**src/rtl/spi_sinecfg_pkg.sv**
```systemverilog
// Shared constants, register map and FSM encoding for the SPI sine-generator
// configuration port.
package spi_sinecfg_pkg;

  localparam logic [6:0]  ADDR_STEP  = 7'h00;
  localparam logic [6:0]  ADDR_SCALE = 7'h01;
  localparam logic [6:0]  ADDR_ID    = 7'h7F;
  localparam logic [15:0] ID_VALUE   = 16'h5A1E;

  localparam logic [4:0]  FRAME_BITS = 5'd24;
  localparam logic [4:0]  HDR_BITS   = 5'd8;

  typedef enum logic [1:0] {
    ST_IDLE = 2'b00,
    ST_HDR  = 2'b01,
    ST_DATA = 2'b10,
    ST_DONE = 2'b11
  } state_t;

  // Read-back view of the register map; unmapped addresses read as zero.
  function automatic logic [15:0] reg_read(input logic [6:0]  addr,
                                           input logic [15:0] step,
                                           input logic [1:0]  scale);
    case (addr)
      ADDR_STEP:  reg_read = step;
      ADDR_SCALE: reg_read = {14'h0000, scale};
      ADDR_ID:    reg_read = ID_VALUE;
      default:    reg_read = 16'h0000;
    endcase
  endfunction

endpackage

```
**src/rtl/spi_sinecfg_sync_edge.sv**
```systemverilog
// Two-flop synchronizer followed by a third flop used purely for edge
// detection; level and edge outputs are therefore mutually aligned.
module sync_edge
  import spi_sinecfg_pkg::*;
#(
  parameter logic IDLE_LVL = 1'b0
) (
  input  logic i_clk,
  input  logic i_rst,
  input  logic i_async,
  output logic o_level,
  output logic o_rise,
  output logic o_fall
);

  logic meta_r;
  logic sync_r;
  logic prev_r;

  // Synchronizer chain plus delayed copy for edge compare; resets to idle level.
  always_ff @(posedge i_clk or posedge i_rst) begin
    if (i_rst) begin
      meta_r <= IDLE_LVL;
      sync_r <= IDLE_LVL;
      prev_r <= IDLE_LVL;
    end else begin
      meta_r <= i_async;
      sync_r <= meta_r;
      prev_r <= sync_r;
    end
  end

  assign o_level = sync_r;
  assign o_rise  = sync_r & ~prev_r;
  assign o_fall  = ~sync_r & prev_r;

endmodule

```
**src/rtl/spi_sinecfg.sv**
```systemverilog
// SPI mode-0 slave that configures the phase step and amplitude scale of a
// downstream sine generator. Frames are 24 bits: 8-bit header (R/W + 7-bit
// address) followed by 16 data bits, MSB first.
module spi_sinecfg
  import spi_sinecfg_pkg::*;
(
  input  logic        i_clk,
  input  logic        i_rst,
  input  logic        i_spi_cs_n,
  input  logic        i_spi_sck,
  input  logic        i_spi_mosi,
  output logic        o_spi_miso,
  output logic [15:0] o_step,
  output logic [1:0]  o_scale,
  output logic        o_update
);

  localparam logic [4:0] HDR_LAST   = HDR_BITS - 5'd1;
  localparam logic [4:0] FRAME_LAST = FRAME_BITS - 5'd1;

  logic cs_lvl_s, cs_rise_s, cs_fall_s;
  logic sck_lvl_s, sck_rise_s, sck_fall_s;
  logic mosi_lvl_s, mosi_rise_s, mosi_fall_s;
  logic unused_s;

  state_t      state_r, state_nxt_s;
  logic [4:0]  bit_cnt_r;
  logic [15:0] shift_r;
  logic [7:0]  hdr_r;
  logic        rd_active_r;
  logic [15:0] miso_sr_r;
  logic        miso_r;
  logic [15:0] step_r;
  logic [1:0]  scale_r;
  logic        update_r;

  logic        frame_act_s, bit_rise_s, hdr_done_s, frame_done_s, commit_s;
  logic        cs_evt_s;
  logic [7:0]  hdr_byte_s;
  logic [15:0] data_word_s;

  sync_edge #(.IDLE_LVL(1'b1)) u_sync_cs (
    .i_clk(i_clk), .i_rst(i_rst), .i_async(i_spi_cs_n),
    .o_level(cs_lvl_s), .o_rise(cs_rise_s), .o_fall(cs_fall_s)
  );

  sync_edge #(.IDLE_LVL(1'b0)) u_sync_sck (
    .i_clk(i_clk), .i_rst(i_rst), .i_async(i_spi_sck),
    .o_level(sck_lvl_s), .o_rise(sck_rise_s), .o_fall(sck_fall_s)
  );

  sync_edge #(.IDLE_LVL(1'b0)) u_sync_mosi (
    .i_clk(i_clk), .i_rst(i_rst), .i_async(i_spi_mosi),
    .o_level(mosi_lvl_s), .o_rise(mosi_rise_s), .o_fall(mosi_fall_s)
  );

  assign unused_s = ^{sck_lvl_s, mosi_rise_s, mosi_fall_s};

  // CS edges take priority over everything: they end or restart a frame.
  assign cs_evt_s     = cs_rise_s | cs_fall_s;
  assign frame_act_s  = (state_r == ST_HDR) || (state_r == ST_DATA);
  assign bit_rise_s   = sck_rise_s & frame_act_s & ~cs_evt_s;
  assign hdr_done_s   = bit_rise_s & (state_r == ST_HDR) & (bit_cnt_r == HDR_LAST);
  assign frame_done_s = bit_rise_s & (state_r == ST_DATA) & (bit_cnt_r == FRAME_LAST);
  assign hdr_byte_s   = {shift_r[6:0], mosi_lvl_s};
  assign data_word_s  = {shift_r[14:0], mosi_lvl_s};
  assign commit_s     = frame_done_s & ~cs_lvl_s & hdr_r[7];

  // FSM state register.
  always_ff @(posedge i_clk or posedge i_rst) begin
    if (i_rst) begin
      state_r <= ST_IDLE;
    end else begin
      state_r <= state_nxt_s;
    end
  end

  // FSM next state: CS rise aborts, CS fall (re)starts, bit count advances phases.
  always_comb begin
    state_nxt_s = state_r;
    if (cs_rise_s) begin
      state_nxt_s = ST_IDLE;
    end else if (cs_fall_s) begin
      state_nxt_s = ST_HDR;
    end else if (hdr_done_s) begin
      state_nxt_s = ST_DATA;
    end else if (frame_done_s) begin
      state_nxt_s = ST_DONE;
    end else begin
      state_nxt_s = state_r;
    end
  end

  // Bit counter, MOSI shift-in and header capture at the 8th rising edge.
  always_ff @(posedge i_clk or posedge i_rst) begin
    if (i_rst) begin
      bit_cnt_r   <= 5'd0;
      shift_r     <= 16'h0000;
      hdr_r       <= 8'h00;
      rd_active_r <= 1'b0;
    end else if (cs_evt_s) begin
      bit_cnt_r   <= 5'd0;
      shift_r     <= 16'h0000;
      hdr_r       <= 8'h00;
      rd_active_r <= 1'b0;
    end else if (bit_rise_s) begin
      bit_cnt_r <= bit_cnt_r + 5'd1;
      shift_r   <= {shift_r[14:0], mosi_lvl_s};
      if (hdr_done_s) begin
        hdr_r       <= hdr_byte_s;
        rd_active_r <= ~hdr_byte_s[7];
      end
    end
  end

  // Read path: load at end of header, shift one bit out per SCK falling edge.
  always_ff @(posedge i_clk or posedge i_rst) begin
    if (i_rst) begin
      miso_sr_r <= 16'h0000;
      miso_r    <= 1'b0;
    end else if (hdr_done_s) begin
      miso_sr_r <= reg_read(hdr_byte_s[6:0], step_r, scale_r);
      miso_r    <= 1'b0;
    end else if ((state_r != ST_DATA) || !rd_active_r || cs_evt_s) begin
      miso_r <= 1'b0;
    end else if (sck_fall_s) begin
      miso_r    <= miso_sr_r[15];
      miso_sr_r <= {miso_sr_r[14:0], 1'b0};
    end
  end

  // Register commit on the 24th rising edge of a write frame; one-cycle update pulse.
  always_ff @(posedge i_clk or posedge i_rst) begin
    if (i_rst) begin
      step_r   <= 16'h0000;
      scale_r  <= 2'b00;
      update_r <= 1'b0;
    end else begin
      update_r <= 1'b0;
      if (commit_s) begin
        case (hdr_r[6:0])
          ADDR_STEP: begin
            step_r   <= data_word_s;
            update_r <= 1'b1;
          end
          ADDR_SCALE: begin
            scale_r  <= data_word_s[1:0];
            update_r <= 1'b1;
          end
          default: update_r <= 1'b0;
        endcase
      end
    end
  end

  assign o_spi_miso = miso_r;
  assign o_step     = step_r;
  assign o_scale    = scale_r;
  assign o_update   = update_r;

endmodule

```
**config.mk**
```make
export PLATFORM = sky130hd
export DESIGN_NAME = spi_sinecfg
export DESIGN_NICKNAME = d
export VERILOG_FILES = /design/src/rtl/spi_sinecfg_pkg.sv /design/src/rtl/spi_sinecfg_sync_edge.sv /design/src/rtl/spi_sinecfg.sv
export SDC_FILE = /design/constraint.sdc
export NUM_CORES = 1
export LEC_CHECK = 0
export CAP_MARGIN = 20
export CORE_ASPECT_RATIO = 0.8
export CORE_UTILIZATION = 35
export DETAILED_ROUTE_END_ITERATION = 7
export PLACE_DENSITY = 0.62
export SLEW_MARGIN = 20
export SYNTH_ARGS = -nofsm -noshare
export SYNTH_HDL_FRONTEND = slang
export SYNTH_SLANG_ARGS = --single-unit
```
**constraint.sdc**
```tcl
create_clock -name i_clk -period 4 [get_ports i_clk]
set_input_delay 1.2 -clock i_clk [delete_from_list [all_inputs] [get_ports i_clk]]
set_output_delay 1.2 -clock i_clk [all_outputs]
set_load 0.02 [all_outputs]
```
==> metrics.md <==
| Metric | Value |
|---|---|
| Outcome | `finished, final reports clean` |
| Post-layout util | `0.440` |
| Num rows | `31` |
| IO Pins | `25` |
| Clock Path Buffers | `2` |
| Vias after detailed routing | `2216` |
| Critical Path Fanout Max | `3` |
| WP data required | `2.80 ns` |
| Cts bufs inserted | `9` |
| Synth cell types | `43` |
| Bufs and invs on worst path | `1` |
| Final net count | `315` |
| Synth async-reset ratio | `1.00` |
| Layout area overhead | `22.0%` |
| Vias in the first global route | `2131` |
| Port bufs | `24` |
| Fin. Hold Viols | `0` |
| VDD IR max | `224 uV` |
| Critical path, cell by cell | `clkdlybuf4s50_1` |
| H-tree depth | `3` |
| Critical path arrival | `1.39 ns` |
| Yosys reg bits | `75` |
| Detailed placement HPWL | `4670 um` |
| Fraction of layout cells with a size suffix above 1 | `0.194` |
| Pint | `0.00142 W` |
| Worst path max stage delay | `0.63 ns` |
| Fin crit period | `2.59 ns` |
| Synth Net Count | `288` |
| Synth warn | `0` |
| Most common cell after layout, fill and taps aside | `dfrtp_1` |
| CP Class | `reg2out` |
| Clock root buffer | `clkbuf_16` |
| Crit share post-route | `0.648` |
| Initial Util | `0.360` |
| Slowest library cell on the worst path | `clkdlybuf4s50_1` |
| Cells after DPL | `409` |
| Global-route wire length before repair | `11300 um` |
| Pins Over Slew Limit | `0` |
| Gate power share | `0.040` |
| Primary FF master, synth | `dfrtp_1` |
| Die W | `110 um` |
| Initial antenna violation count | `0` |
| Residual DRC count | `0` |
| CP top delay family | `buffers and inverters` |
| Max Clock Freq | `386 MHz` |
| Number of hold buffers added after cts | `0` |
| Setup TNS | `0 ns` |
| Die area | `9740 um^2` |
| Overall power | `0.00178 W` |
| P_sw | `0.000362 W` |
| Sequential power share | `0.436` |
| Clock skew | `0.00631 ns` |
| Worst Setup Slack, final | `1.41 ns` |
| EDFF count, synth | `0` |
| Critical Path End Type | `output port` |
| CTS tree | `built` |
| Final non-filler cell total | `425` |
| Die Y | `88.5 um` |
| Initial DRC Count | `182` |
| Routed len/inst | `16.2 um` |
| Clock sinks | `75` |
| Slew HR | `0.548` |
| GRT overflow | `0` |
| Clock latency on the worst-skew pair | `0.33 ns` |
| Syn Inst Count | `278` |
| Total track usage | `0.158` |
| LEAKAGE | `1.80 nW` |
| Setup Buffers After CTS | `0` |
| Fillers | `835` |
| Place WS | `1.40 ns` |
| Slew @ Worst Pin | `0.677 ns` |
| Crit start category | `register` |
| Remaining antenna violation count | `0` |
| Area of the core | `9080 um^2` |
| Post-Route WL | `6880 um` |
| Max_cap viols | `0` |
| Clock share of power | `0.524` |
| Pwr dens | `447 nW/um^2` |
| Pre-Repair DR Iteration Count | `4` |
| Worst hold path type | `reg2reg` |
| Vias per cell | `5.21` |
| Largest net degree at the start of global routing | `32` |
| Commonest non-fill, non-tap cells in the layout | `dfrtp_1, nand2_1, clkdlybuf4s50_1, mux2_2, a21boi_0` |
| Seq/Total Area, Yosys | `0.575` |
| Final setup vio count | `0` |
| RSZ-0062 raised after global routing | `false` |
| Reg clk slew, reported paths | `0.06 ns` |
| Mapped Avg Cell Area | `11.8 um^2` |
| Diodes inserted | `0` |
| Post-CTS Resized | `0` |
| Synthesized area | `3270 um^2` |
| Gpl congestion | `0.838` |
| Switching fraction of total power | `0.203` |
==> power by group through the flow <==
stage	sequential (W)	clock, W	combinational, W
final	0.000777	0.000935	0.0000715
after floorplan	0.000787	0	0.0000543
after detailed placement	0.000790	0	0.0000731
after global routing	0.000777	0.000990	0.0000813
after CTS	0.000776	0.000957	0.0000736
after global placement	0.000790	0	0.0000736
==> worst paths after layout <==
check	startpoint	endpoint	slack, ns	cells after the start
max	o_step[15]	o_step[15]	1.41	1
min	u_sync_mosi.meta_r	u_sync_mosi.o_level	0.35	0
max reg2reg	state_r[0]	o_step[6]	1.43	8
min reg2reg	u_sync_mosi.meta_r	u_sync_mosi.o_level	0.35	0
max in group asynchronous	i_rst	miso_sr_r[11]	2.05	3
min in group asynchronous	i_rst	state_r[1]	1.29	2
==> layout make-up <==
cell class	count	area [um^2]	area share
clock buffers	10	239	0.0599
clock inverters	6	111	0.0279
inverters	5	18.8	0.00470
multi-input cells	182	1280	0.322
flip-flops and latches	75	1880	0.471
well taps	115	144	0.0361
repair buffers	32	313	0.0784
==> state kept, by name, summed over array words and instances, names as in the netlist <==
register and count:
u_sync_sck.meta_r 1, rd_active_r 1, miso_sr_r 16, o_spi_miso 1, shift_r 15, u_sync_mosi.o_level 1
o_update 1, u_sync_mosi.meta_r 1, u_sync_sck.prev_r 1, u_sync_cs.o_level 1, u_sync_sck.o_level 1, state_r 2
bit_cnt_r 5, u_sync_cs.prev_r 1, hdr_r 8, o_step 16, u_sync_cs.meta_r 1, o_scale 2
==> per-stage QoR <==
step | hold WS [ns] | cell area (um^2)
after floorplan | 0.331 | 3270
after global placement | 0.336 | 3640
after detailed placement | 0.336 | 3640
after CTS | 0.350 | 3990
after global routing | 0.363 | 3990
final | 0.353 | 3990
==> per-layer routing <==
layer	vias to the layer above	GRT usage	share of wire
li1	1050	-	-
met1	1111	0.229	0.51
met2	50	0.223	0.43
met3	5	0.0486	0.046
met4	0	0.0545	0.011
met5	-	0	0
==> synthesized netlist by cell type, types with 2 or more instances <==
cell	count	area share
dfrtp_1	72	0.55
a22o_1	7	0.019
dfstp_2	3	0.024
inv_1	5	0.0057
and2_1	6	0.011
and3b_1	2	0.0054
nand4_1	8	0.015
nor4_1	2	0.0038
buf_6	2	0.0069
buf_4	3	0.0069
nand3_1	4	0.0061
a31oi_1	8	0.015
clkbuf_1	9	0.010
a21boi_0	17	0.039
nor2b_1	3	0.0057
nand2_1	50	0.057
and3_1	9	0.017
a221o_2	6	0.021
mux2i_1	3	0.0092
xnor2_1	4	0.011
a211oi_1	7	0.016
mux2_2	18	0.062
ha_1	5	0.019
nor3_1	3	0.0046
nor2_1	4	0.0046
==> cells by family after synthesis <==
group	synth area share
buffers and inverters	0.0325
AOI/OAI and AO/OA	0.129
xor gates and xnor gates	0.0107
adders and majority gates	0.0191
DFF	0.575
muxes	0.0712
and+or+nand+nor	0.163
Power figures use the tool's default switching activity.
